==> src/rtl/clint_timer_pkg.sv <==
// Shared constants and helpers for the CLINT machine timer: address map,
// decode result type and the byte-merge used by partial stores.
package clint_timer_pkg;

    localparam logic [63:0] CLINT_BASE   = 64'h0000_0000_0200_0000;
    localparam logic [15:0] MTIMECMP_OFF = 16'h4000;
    localparam logic [15:0] MTIME_OFF    = 16'hBFF8;

    typedef struct packed {
        logic hit;
        logic sel_cmp;
        logic sel_time;
        logic err;
    } dec_t;

    // Replace only the bytes whose strobe is set; strobe 0 leaves old_val intact.
    function automatic logic [63:0] merge_bytes(
        input logic [63:0] old_val,
        input logic [63:0] new_val,
        input logic [7:0]  strb
    );
        logic [63:0] res;
        res = old_val;
        for (int i = 0; i < 8; i++) begin
            if (strb[i]) begin
                res[8*i +: 8] = new_val[8*i +: 8];
            end
        end
        return res;
    endfunction

endpackage

==> src/rtl/clint_timer.sv <==
// Machine timer: owns mtime/mtimecmp, answers 64-bit bus accesses in the CLINT
// window and drives the registered level interrupt mtime >= mtimecmp.
module clint_timer
    import clint_timer_pkg::*;
#(
    parameter logic [63:0] BASE_ADDR = CLINT_BASE,
    parameter int unsigned TICK_DIV  = 1
) (
    input  logic        clk,
    input  logic        rst,
    input  logic        req_valid,
    output logic        req_ready,
    input  logic        req_wen,
    input  logic [63:0] req_addr,
    input  logic [63:0] req_wdata,
    input  logic [7:0]  req_wstrb,
    output logic        req_hit,
    output logic        resp_valid,
    input  logic        resp_ready,
    output logic [63:0] resp_rdata,
    output logic        resp_err,
    output logic        timer_int_o,
    output logic [0:0]  o_dbg_state
);

    localparam int DIV_W = (TICK_DIV > 1) ? $clog2(TICK_DIV) : 1;
    localparam logic [DIV_W-1:0] DIV_LAST = DIV_W'(TICK_DIV - 1);

    localparam logic [0:0] TMR_IDLE = 1'b0;
    localparam logic [0:0] TMR_RESP = 1'b1;

    logic [0:0]       r_state;
    logic [63:0]      r_mtime;
    logic [63:0]      r_mtimecmp;
    logic [DIV_W-1:0] r_div_cnt;
    logic             r_int;
    logic [63:0]      r_rdata;
    logic             r_err;

    logic [63:0]      w_off;
    dec_t             w_dec;
    logic             w_accept;
    logic             w_tick;
    logic             w_wr_time;
    logic             w_wr_cmp;
    logic [63:0]      w_rd_val;

    // Address decode: misaligned addresses never select a register.
    assign w_off            = req_addr - BASE_ADDR;
    assign w_dec.hit        = (w_off[63:16] == 48'd0);
    assign w_dec.sel_cmp    = w_dec.hit && (w_off[15:0] == MTIMECMP_OFF) && (req_addr[2:0] == 3'd0);
    assign w_dec.sel_time   = w_dec.hit && (w_off[15:0] == MTIME_OFF) && (req_addr[2:0] == 3'd0);
    assign w_dec.err        = !(w_dec.sel_cmp || w_dec.sel_time);

    assign req_hit = w_dec.hit;

    // Handshake: a request transfers when req_valid && req_ready; a response
    // transfers when resp_valid && resp_ready. While a response waits, a new
    // request is only taken on the same edge that the old response is consumed.
    assign req_ready = (r_state == TMR_IDLE) || resp_ready;
    assign w_accept  = req_valid && req_ready;

    assign w_tick    = (r_div_cnt == DIV_LAST);
    assign w_wr_time = w_accept && req_wen && w_dec.sel_time;
    assign w_wr_cmp  = w_accept && req_wen && w_dec.sel_cmp;

    always_comb begin
        w_rd_val = 64'd0;
        if (!req_wen && w_dec.sel_time) begin
            w_rd_val = r_mtime;
        end else if (!req_wen && w_dec.sel_cmp) begin
            w_rd_val = r_mtimecmp;
        end
    end

    // Prescaler and mtime; a store to mtime overrides a coincident tick.
    always_ff @(posedge clk) begin
        if (rst) begin
            r_mtime   <= 64'd0;
            r_div_cnt <= '0;
        end else if (w_wr_time) begin
            r_mtime   <= merge_bytes(r_mtime, req_wdata, req_wstrb);
            r_div_cnt <= '0;
        end else if (w_tick) begin
            r_mtime   <= r_mtime + 64'd1;
            r_div_cnt <= '0;
        end else begin
            r_div_cnt <= r_div_cnt + DIV_W'(1);
        end
    end

    always_ff @(posedge clk) begin
        if (rst) begin
            r_mtimecmp <= 64'hFFFF_FFFF_FFFF_FFFF;
        end else if (w_wr_cmp) begin
            r_mtimecmp <= merge_bytes(r_mtimecmp, req_wdata, req_wstrb);
        end
    end

    // Compares the current register values, so it trails any update by one cycle.
    always_ff @(posedge clk) begin
        if (rst) begin
            r_int <= 1'b0;
        end else begin
            r_int <= (r_mtime >= r_mtimecmp);
        end
    end

    always_ff @(posedge clk) begin
        if (rst) begin
            r_state <= TMR_IDLE;
        end else begin
            case (r_state)
                TMR_IDLE: begin
                    if (w_accept) begin
                        r_state <= TMR_RESP;
                    end
                end
                TMR_RESP: begin
                    if (!w_accept && resp_ready) begin
                        r_state <= TMR_IDLE;
                    end
                end
                default: r_state <= TMR_IDLE;
            endcase
        end
    end

    always_ff @(posedge clk) begin
        if (rst) begin
            r_rdata <= 64'd0;
            r_err   <= 1'b0;
        end else if (w_accept) begin
            r_rdata <= w_rd_val;
            r_err   <= w_dec.err;
        end
    end

    assign resp_valid  = (r_state == TMR_RESP);
    assign resp_rdata  = r_rdata;
    assign resp_err    = r_err;
    assign timer_int_o = r_int;
    assign o_dbg_state = r_state;

endmodule

==> config.mk <==
export PLATFORM = sky130hd
export DESIGN_NAME = clint_timer
export DESIGN_NICKNAME = d
export VERILOG_FILES = /design/src/rtl/clint_timer_pkg.sv /design/src/rtl/clint_timer.sv
export SDC_FILE = /design/constraint.sdc
export NUM_CORES = 1
export LEC_CHECK = 0
export ABC_CLOCK_PERIOD_IN_PS = 10300
export CAP_MARGIN = 40
export CORE_MARGIN = 5
export CORE_UTILIZATION = 40
export DETAILED_ROUTE_END_ITERATION = 8
export SETUP_SLACK_MARGIN = 0.05
export SKIP_LAST_GASP = 1
export SYNTH_ARGS = -nofsm -noshare
export SYNTH_HDL_FRONTEND = slang
export SYNTH_SLANG_ARGS = --single-unit
==> constraint.sdc <==
create_clock -name clk -period 10.3 [get_ports clk]
set_input_delay 3.09 -clock clk [delete_from_list [all_inputs] [get_ports clk]]
set_output_delay 3.09 -clock clk [all_outputs]
set_load 0.05 [all_outputs]
Word level (Yosys, flattened, before mapping)
Index checks and enable logic that the tools add are counted.
{"block": "op_classes", "bitwise": 2, "n_reduce_logical": 35, "n_addsub": 3, "eq_ne": 11, "n_mux": 15, "n_lt_le_gt_ge": 1}
{"cell": "$mux 64", "n": 4}
{"cell": "$add 64x1->64 const B", "n": 1}
{"cell": "$ge 64x64->1", "n": 1}
{"cell": "$mux 8", "n": 8}
{"cell": "$sub 64x26->64 const B", "n": 1}
{"cell": "$logic_not 48->1", "n": 1}
{"cell": "$reduce_and 2->1", "n": 16}
{"cell": "$eq 16x15->1 const B", "n": 1}
{"cell": "$eq 16x16->1 const B", "n": 1}
{"cell": "$ne 2x2->1 const B", "n": 8}
{"cell": "$logic_and 1x1->1", "n": 11}
{"cell": "$logic_not 1->1", "n": 3}
{"cell": "$logic_not 3->1", "n": 1}
{"cell": "$reduce_or 3->1", "n": 1}
{"cell": "$logic_or 1x1->1", "n": 2}
{"cell": "$mux 1", "n": 2}
{"cell": "$ne 2x1->1 const B", "n": 1}
{"cell": "$not 1->1", "n": 2}
{"cell": "$pmux 1 s2", "n": 1}
{"cell": "$add 1x1->1 const B", "n": 1}
{"block": "totals", "output_inout_bits": 70, "elab_cells": 88, "register_bits": 196, "inputBits": 141}

Depth between registers and ports, before layout
{"block": "logic_depth", "depth_word": 7, "mapped_depth": 15, "mapped_depth_nobuf": 11}

Worst setup path before layout
Ideal clock, no wire load.
{"block": "synth_path", "path_type": "input port to output port", "startpoint": "in req_addr[25]", "endpoint": "out req_hit", "path_buffers": 1, "path_stages": 10, "slack_ns": 1.290, "required_time_ns": 7.210, "t_arrival_ns": 5.920, "path_cell_list": "inv_1 > ha_1 > nor4b_1 > nand4_1 > nor4_1 > nor3_1 > or3_4 > or3_1 > clkbuf_1 > nor2_1"}
{"block": "synth_via", "elab_chain_len": 2}
{"element": "start, declared", "line_no": "clint_timer.sv:14", "source": "input logic [63:0] req_addr,"}
{"element": "$sub 64x26->64", "line_no": "clint_timer.sv:49", "source": "assign w_off = req_addr - BASE_ADDR;"}
{"element": "$logic_not 48->1", "line_no": "clint_timer.sv:50", "source": "assign w_dec.hit = (w_off[63:16] == 48'd0);"}
{"element": "end, declared", "line_no": "clint_timer.sv:17", "source": "output logic req_hit,"}
Every way passes these cells.

Final worst setup path
Ends and elaborated chain as after synthesis.

==> results.toml <==
[timing]
period_needed_ps = 9670
max_freq_mhz = 103
slew_headroom_pct = 40.8
rsz0062_at_grt = "false"
skew_ps = 15.4
period_share_pct = 93.9
worstMarginPinSlew_ps = 887
fin_setup_tns_ps = 0
hold_viol = 0
setup-violations-final = 0
maxSlewViolCount = 0

[route]
drtPass1Iterations = 5
wl_per_cell_um = 18.2
vias = 11487
routed_wl_um = 36800
viasPerCell = 5.67
drt_iter0_drc = 894
ant_nets = 0
drc = 0

[power]
power_density_nw_per_um2 = 109
leakagePower_nw = 6.08
total_power_mw = 1.58
ir_drop_mv = 0.108

[synth]
synth_seq_cells = 196
netlist_instances = 1471
ys.warnings.count = 0
syn_nets = 1678
ys_seq_area_share_pct = 33.9
yosysTopAreaCell = "dfxtp_1"
netlist_area_um2 = 11600
yosysMostFrequentCell = "dfxtp_1"
yosysUniqueCellTypes = 68
synthTopCellsByCount = "dfxtp_1 (196), inv_1 (135), nand2_1 (122)"
synth_edf_count = 0
netlist.area_leader.share_pct = 33.9
synth-async-reset-ratio_pct = 0
synthFlopType = "dfxtp_1"
synthTopCellsByArea = "dfxtp_1 (34%), ha_1 (7.1%), a211o_1 (4.5%)"
avgSynthCellArea_um2 = 7.88

[clock_network]
clk_latency_ps = 450
cts_tree = "done"
clock_sink_count = 196
path_clk_slew_ps = 80
ctsHoldBuffers = 0
cts_made_buffers = 17
htreeDepth = 4
ctsResizeCount = 0
post_cts_buffers = 0
clock_path_buffers = 2
cts_root_buf = "clkbuf_16"

[critical_path]
timing.critical_path.from_type = "input pin"
reg2reg_depth = 10
path_class = "in -> out"
worst_ep_required_time_ps = 7210
arrival_ps = 6580
crit_fanout = 7
crit_path_end_kind = "output port"

[floorplanning]
rows = 62
die_w_um = 180
die_area_um2 = 32500
io-pin-count = 211
core_um2 = 28600
fp.dieH_um = 180
initial_core_util_pct = 40.5

[layout]
finalNetCount = 1834
area_delta_synth_final_pct = 25.5
drive_gt1_share_pct = 5.30

[global_routing]
grt_overflow = 0
track_usage_pct = 21.9
grt_max_degree = 79
grt_pass1_vias = 11253
antenna_found_initial = 2
grt_pass1_wl_um = 59700

[hold_path]
hold_depth = 2
hold_class = "reg -> reg"

[run_status]
status = "completed"

[placement]
gp_congestion = 0.864
dp_hpwl_um = 26600
io_buffers = 210

[job]
maxCapViolCount = 0
==> stage by stage <==
step	setup WS, ps	instance area [um^2]	cells	hold WS [ps]	utilization, %
floorplan	1290	11600	1471	431	-
global placement	739	13900	1987	436	48.6
detailed placement	702	14000	1992	443	48.8
CTS	684	14500	2024	457	50.8
global route	402	14500	2025	477	50.8
finish	630	14500	2025	454	50.8
==> critical path: stages <==
cell and delay (ps):
clkdlybuf4s50_1 500, inv_1 100, ha_1 240, nor4b_1 450
nand4_1 370, nor4_1 400, nor3_1 120, or3_4 430
or3_1 480, nor2_1 220, buf_12 170
==> power breakdown <==
| part | total [mW] | internal [mW] | switching, mW |
|---|---|---|---|
| logic | 0.144 | 0.0744 | 0.0699 |
| clock network | 0.664 | 0.322 | 0.342 |
| registers | 0.773 | 0.762 | 0.0106 |
| total | 1.58 | 1.16 | 0.422 |
==> path summary, 6_finish.rpt <==
path	start	endpoint	slack, ps
worst max register to register	o_dbg_state$_SDFF_PP0_	r_mtime[26]$_SDFFE_PP0P_	6350
worst min register to register	resp_rdata[35]$_SDFFE_PP0P_	resp_rdata[35]$_SDFFE_PP0P_	450
worst min-delay path	resp_rdata[35]$_SDFFE_PP0P_	resp_rdata[35]$_SDFFE_PP0P_	450
worst max-delay path	req_addr[25]	req_hit	630
==> cell usage in the layout (no fill, tap or decap), types with 11 or more instances in the layout <==
cell type and n:
ha_1 66, a22oi_1 64, o21ai_0 85, nor2_1 115
a211oi_1 26, a21oi_1 36, xnor2_1 16, and2_1 12
nand2_1 122, nand4_1 35, clkbuf_16 17, a21o_1 22
nand3_1 62, or3_1 15, a2111oi_0 11, nor3_1 64
inv_1 135, dfxtp_1 196, a31oi_1 26, a211o_1 59
nor4_1 28, or2_2 13, buf_4 16, and3_1 25
clkdlybuf4s50_1 208
==> kinds of logic (layout without fill, tap and decap cells) <==
family | after synthesis | count (layout) | share of synthesized area (%)
AO/OA/AOI/OAI | 390 | 390 | 23.7
XOR/XNOR | 20 | 20 | 1.51
adder cells (fa/ha/maj) | 66 | 66 | 7.13
buffers and inverters | 225 | 394 | 7.66
flip-flops | 196 | 196 | 33.9
multiplexers | 4 | 4 | 0.356
other | 1 | 2 | 0.0324
AND/OR/NAND/NOR | 569 | 569 | 25.8
==> final cells by class <==
cell class,count,area [um^2]
Timing Repair Buffer,227,2250
Tap cell,384,480
Sequential cell,196,3920
Clock inverter,15,141
Multi-Input combinational cell,1050,6810
Clock buffer,17,425
Inverter,135,507
Fill cell,2746,14100
Antenna cell,1,2.50
==> flip-flops by register name, summed over array words and instances, names as in the netlist <==
name,flops
resp_rdata,64
r_mtime,64
o_dbg_state,1
r_mtimecmp,64
resp_err,1
r_div_cnt,1
timer_int_o,1
==> layer usage <==
layer | GRT usage (%) | routed length, um | vias to the layer above
met5 | 0 | 20 | -
li1 | - | - | 5683
met3 | 3.61 | 2030 | 51
met1 | 29.2 | 16700 | 5401
met4 | 6.08 | 879 | 2
met2 | 37.0 | 17200 | 350
Power figures use the tool's default switching activity.
==> RTL change 1 (same settings) <==
Register the output `resp_err` once more; this adds one clock of latency there. The other outputs are not delayed to match.
--- a/src/rtl/clint_timer.sv
+++ b/src/rtl/clint_timer.sv
@@ -138,7 +138,9 @@
 
     assign resp_valid  = (r_state == TMR_RESP);
     assign resp_rdata  = r_rdata;
-    assign resp_err    = r_err;
+    always_ff @(posedge clk) begin
+        resp_err <= r_err;
+    end
     assign timer_int_o = r_int;
     assign o_dbg_state = r_state;
 
Function: changed (a bounded check fails within 4 cycles, from zero or initial values and one cycle with rst high).
==> RTL change 1 against the original RTL <==
Sequential cell count increased by 1; worst setup slack got worse by 34 ps; synthesized area increased by 0.17%; count of clock-buffer cells in the layout increased by 1; highest routed layer unchanged; non-clock buffer count unchanged; cell area about the same; power increased by 0.39%; wire length increased by 0.36%; critical path type unchanged.
==> RTL change 1: results (changes against the original RTL) <==
metric,value,unit,change
most area-consuming cells after synthesis,"sky130_fd_sc_hd__dfxtp_1, sky130_fd_sc_hd__ha_1, sky130_fd_sc_hd__a211o_1, sky130_fd_sc_hd__inv_1, sky130_fd_sc_hd__a22oi_1",,
vias in the first global route,11300,,+0.20%
xor and xnor area share after synthesis,1.51,%,-0.0026 points
Mapped Nets,1679,,+0.060%
top fanout value on the critical path,7,,unchanged
final weighted congestion in routability-driven placement,0.860,,-0.50%
Switching Fraction,26.4,%,-0.30 points
worst setup slack for register-to-register paths,6340,ps,about the same
post-cts hold buffer count,0,,unchanged
multiplexer fraction of the synthesized cell area,0.356,%,-0.00061 points
total number of yosys warnings,0,,unchanged
DR vias/cell,5.70,,+0.41%
outcome,"complete, no violations",,
setup repair bufs after CTS,0,,unchanged
"Cell Area, Placed",14000,sq um,about the same
first-pass GRT wire length,59.7,mm,about the same
Port Buffers,210,,unchanged
largest net degree at the start of global routing,79,,unchanged
reg2reg start,o_dbg_state,,
static power due to leakage,6.09,nW,+0.13%
commonest cells in the netlist,"sky130_fd_sc_hd__dfxtp_1, sky130_fd_sc_hd__inv_1, sky130_fd_sc_hd__nand2_1",,
DPL Wire Length,26.7,mm,+0.55%
clock tree buffer depth,2,,unchanged
number of antenna diodes,0,,-1
worst clock skew on the final layout,15.8,ps,+0.321 ps
Detailed Route Iter0 Violations,854,,-4.5%
fraction of final layout cells with drive strength greater than 1,5.24,%,-0.061 points
sequential share of the synthesized area,34.0,%,+0.11 points
critical path endpoint,req_hit,,
nets,1835,,+0.055%
worst-case reg-to-reg path depth,10,,unchanged
Min-Delay Path Class,flip-flop to flip-flop,,
aggregate global-route resource usage,22.1,%,+0.18 points
compound-gate portion of the synthesized area,23.6,%,-0.041 points
slew of the pin with the lowest slew margin,905,ps,+18.0 ps
adder and majority cell fraction of the synthesized area,7.12,%,-0.012 points
Num CTS Buffers,17,,unchanged
worst endpoint data arrival time,6610,ps,+30 ps
Hold Crit Start,r_err,,
count of different cell masters after synthesis,68,,unchanged
Peak VDD IR,0.0850,mV,-21%
Critical Path Start,req_addr[25],,
insertion delay to the later sink of the worst-skew pair,450,ps,about the same
final routed wire length divided by cell count,18.3,microns,+0.41%
Post-synth ARST share,0,%,unchanged
initial antenna violation count,1,,-1
clock edge transition at the registers on the reported setup and hold paths,80,ps,about the same
[RTL change 1: cell types whose count changed after synthesis]
| cell | delta |
|---|---|
| sky130_fd_sc_hd__dfxtp_1 | +1 |
[RTL change 1: cells by family after synthesis]
family / after synthesis
simple gates: 569
compound gates: 390
buf+inv: 225
flops: 197
fa+ha+maj: 66
xor+xnor: 20
mux: 4
other cells: 1
[RTL change 1: worst max-delay path, stage by stage]
cell	delay, ps
sky130_fd_sc_hd__clkdlybuf4s50_1	500
sky130_fd_sc_hd__inv_1	90
sky130_fd_sc_hd__ha_1	230
sky130_fd_sc_hd__nor4b_1	480
sky130_fd_sc_hd__nand4_1	390
sky130_fd_sc_hd__nor4_1	380
sky130_fd_sc_hd__nor3_1	120
sky130_fd_sc_hd__or3_4	430
sky130_fd_sc_hd__or3_1	490
sky130_fd_sc_hd__nor2_1	220
sky130_fd_sc_hd__buf_12	170
[RTL change 1: final cells by class]
class | instances | area, sq um
clock buffer | 18 | 439
clock inverter | 13 | 138
fill | 2808 | 14100
inverter | 135 | 507
multi-input combinational | 1050 | 6810
sequential | 197 | 3940
tap | 384 | 480
timing repair buffer | 227 | 2230
[RTL change 1: worst min-delay path by stage]
stage | to | cells past startpoint | slack [ps]
2_1_floorplan | resp_err | 0 | 330
3_3_place_gp | resp_err | 0 | 340
3_5_place_dp | resp_err | 0 | 340
4_1_cts | resp_err | 0 | 360
5_1_grt | resp_err | 0 | 360
6_report | resp_err | 0 | 350
[RTL change 1: stage by stage]
stage	util (%)	hold WS [ps]	total power, W	instances	setup WS, ps
2_1_floorplan	-	331	0.000850	1472	1290
3_3_place_gp	48.6	336	0.000937	1989	708
3_5_place_dp	48.7	343	0.000938	1993	646
4_1_cts	50.7	357	0.00160	2024	643
5_1_grt	50.7	362	0.00164	2024	272
6_report	50.7	354	0.00159	2024	596
[RTL change 1: power groups by stage]
stage / logic (W) / registers, W / clock network, W
final: 0.000145 / 0.000776 / 0.000666
after global routing: 0.000157 / 0.000777 / 0.000708
after detailed placement: 0.000144 / 0.000794 / 0
after CTS: 0.000145 / 0.000776 / 0.000677
after floorplan: 0.0000582 / 0.000792 / 0
after global placement: 0.000143 / 0.000794 / 0
[RTL change 1: metal layers]
layer / GRT usage, % / wire (microns) / share of wire [%] / vias to the layer above
met4: 6.32 / 709 / 1.9 / 2
met3: 3.25 / 1820 / 4.9 / 49
met2: 37.5 / 17500 / 47 / 350
met5: 0 / 13 / 0.035 / -
li1: - / - / - / 5696
met1: 29.3 / 16900 / 46 / 5431
==> RTL change 2 (same settings) <==
Without the edit above. Reset style: asynchronous (`rst`), changed in 5 clocked blocks.
--- a/src/rtl/clint_timer.sv
+++ b/src/rtl/clint_timer.sv
@@ -74,7 +74,7 @@
     end
 
     // Prescaler and mtime; a store to mtime overrides a coincident tick.
-    always_ff @(posedge clk) begin
+    always_ff @(posedge clk or posedge rst) begin
         if (rst) begin
             r_mtime   <= 64'd0;
             r_div_cnt <= '0;
@@ -89,7 +89,7 @@
         end
     end
 
-    always_ff @(posedge clk) begin
+    always_ff @(posedge clk or posedge rst) begin
         if (rst) begin
             r_mtimecmp <= 64'hFFFF_FFFF_FFFF_FFFF;
         end else if (w_wr_cmp) begin
@@ -98,7 +98,7 @@
     end
 
     // Compares the current register values, so it trails any update by one cycle.
-    always_ff @(posedge clk) begin
+    always_ff @(posedge clk or posedge rst) begin
         if (rst) begin
             r_int <= 1'b0;
         end else begin
@@ -106,7 +106,7 @@
         end
     end
 
-    always_ff @(posedge clk) begin
+    always_ff @(posedge clk or posedge rst) begin
         if (rst) begin
             r_state <= TMR_IDLE;
         end else begin
@@ -126,7 +126,7 @@
         end
     end
 
-    always_ff @(posedge clk) begin
+    always_ff @(posedge clk or posedge rst) begin
         if (rst) begin
             r_rdata <= 64'd0;
             r_err   <= 1'b0;
Behaviour: differs if rst is asserted again (counterexample within 4 cycles, from zero or initial values and one cycle with rst high); with rst held inactive, the same outputs for 4 cycles.
==> RTL change 2 against the original RTL <==
Cell count decreased by 11%; power fell by 0.77%; worst setup slack lost 64 ps; wire length shrank 5.7%; worst hold slack gained 95 ps; sequential cell count is 1 lower; synthesized area grew 3.8%; combinational power fell by 16%; cell area rose by 4.6%; utilization up 0.51 points; critical path type unchanged.
==> RTL change 2: results (changes against the original RTL) <==
metric,value,unit,change
outcome,"complete, no violations",,
Post-synth ARST share,100,%,+100 points
number of clock buffers in the layout,18,,+1
worst endpoint data arrival time,6640,ps,+60 ps
area of combinational cells with multiple inputs,6540,sq um,-4.0%
global-route met3 utilization,4.84,%,+1.2 points
destination of the worst register-to-register timing path,timer_int_o,,
total number of sequential cells,195,,-0.51%
worst-case reg-to-reg path depth,12,,+2
routed wire length,34.7,mm,-5.7%
aggregate global-route resource usage,20.5,%,-1.5 points
fraction of final layout cells with drive strength greater than 1,14.5,%,+9.2 points
inverter count of the layout excluding clock inverters,87,,-36%
Peak VDD IR,0.0894,mV,-17%
"CP delay by family, top",buffers and inverters,,
DPL Wire Length,25.3,mm,-4.7%
final routed wire length divided by cell count,19.3,microns,+5.9%
worst setup slack for register-to-register paths,6710,ps,+360 ps
Hold Crit Start,r_mtime[51],,
register area,4960,sq um,+26%
Layout fillers,2729,,-0.62%
slew of the pin with the lowest slew margin,791,ps,-96.8 ps
final-layout worst hold slack,549,ps,+94.9 ps
met1 demand-to-capacity share in global routing,28.3,%,-0.89 points
most area-consuming cells after synthesis,"sky130_fd_sc_hd__dfrtp_1, sky130_fd_sc_hd__dfstp_2, sky130_fd_sc_hd__mux2_4, sky130_fd_sc_hd__ha_1, sky130_fd_sc_hd__a21o_1",,
count of different cell masters after synthesis,77,,+13%
worst clock skew on the final layout,16.5,ps,+1.11 ps
nets,1606,,-12%
largest net degree at the start of global routing,113,,+43%
final weighted congestion in routability-driven placement,0.850,,-1.6%
first-pass GRT wire length,55.7,mm,-6.7%
DR vias/cell,5.69,,+0.35%
top fanout value on the critical path,8,,+1
sequential share of the synthesized area,41.2,%,+7.4 points
reg2reg start,r_mtime[0],,
biggest cell delay along the critical path,830,ps,+330 ps
-- RTL change 2: changes by cell type after synthesis, moves of 54 or more --
cell,delta
sky130_fd_sc_hd__dfstp_2,+64
sky130_fd_sc_hd__a22o_1,+64
sky130_fd_sc_hd__clkbuf_1,-54
sky130_fd_sc_hd__a211o_1,-57
sky130_fd_sc_hd__a22oi_1,-63
sky130_fd_sc_hd__dfrtp_1,+131
sky130_fd_sc_hd__mux2_4,+64
sky130_fd_sc_hd__dfxtp_1,-196
sky130_fd_sc_hd__a21o_1,+61
-- RTL change 2: logic make-up (layout without fill, tap and decap cells) --
logic type / Yosys count / in the layout / share of synthesized area, %
and+or+nand+nor: 369 / 369 / 17.1
adders and majority gates: 66 / 66 / 6.87
AOI/OAI and AO/OA: 366 / 366 / 21.8
buffers and inverters: 132 / 347 / 4.60
muxes: 67 / 67 / 8.25
DFF: 195 / 195 / 41.2
xor gates and xnor gates: 2 / 2 / 0.146
-- RTL change 2: worst max path at each step --
stage,to,slack [ps],from,depth (start not counted)
2_1_floorplan,o_dbg_state,2000,rst,1
3_3_place_gp,req_hit,580,req_addr[25],10
3_5_place_dp,req_hit,610,req_addr[25],10
4_1_cts,req_hit,610,req_addr[25],10
5_1_grt,req_hit,280,req_addr[25],10
6_report,req_hit,570,req_addr[25],10
-- RTL change 2: power breakdown --
| part | leakage, nW | switching [W] | internal [W] |
|---|---|---|---|
| combinational | 4.12 | 0.0000597 | 0.0000615 |
| clock | 0.292 | 0.000347 | 0.000334 |
| sequential | 2.33 | 0.000000201 | 0.000767 |
| total | 6.74 | 0.000407 | 0.00116 |
-- RTL change 2: routing by layer --
metal / wire length [microns] / up-vias
met5: 27 / -
met3: 1830 / 31
li1: - / 4883
met2: 16500 / 258
met4: 304 / 4
met1: 16000 / 5082
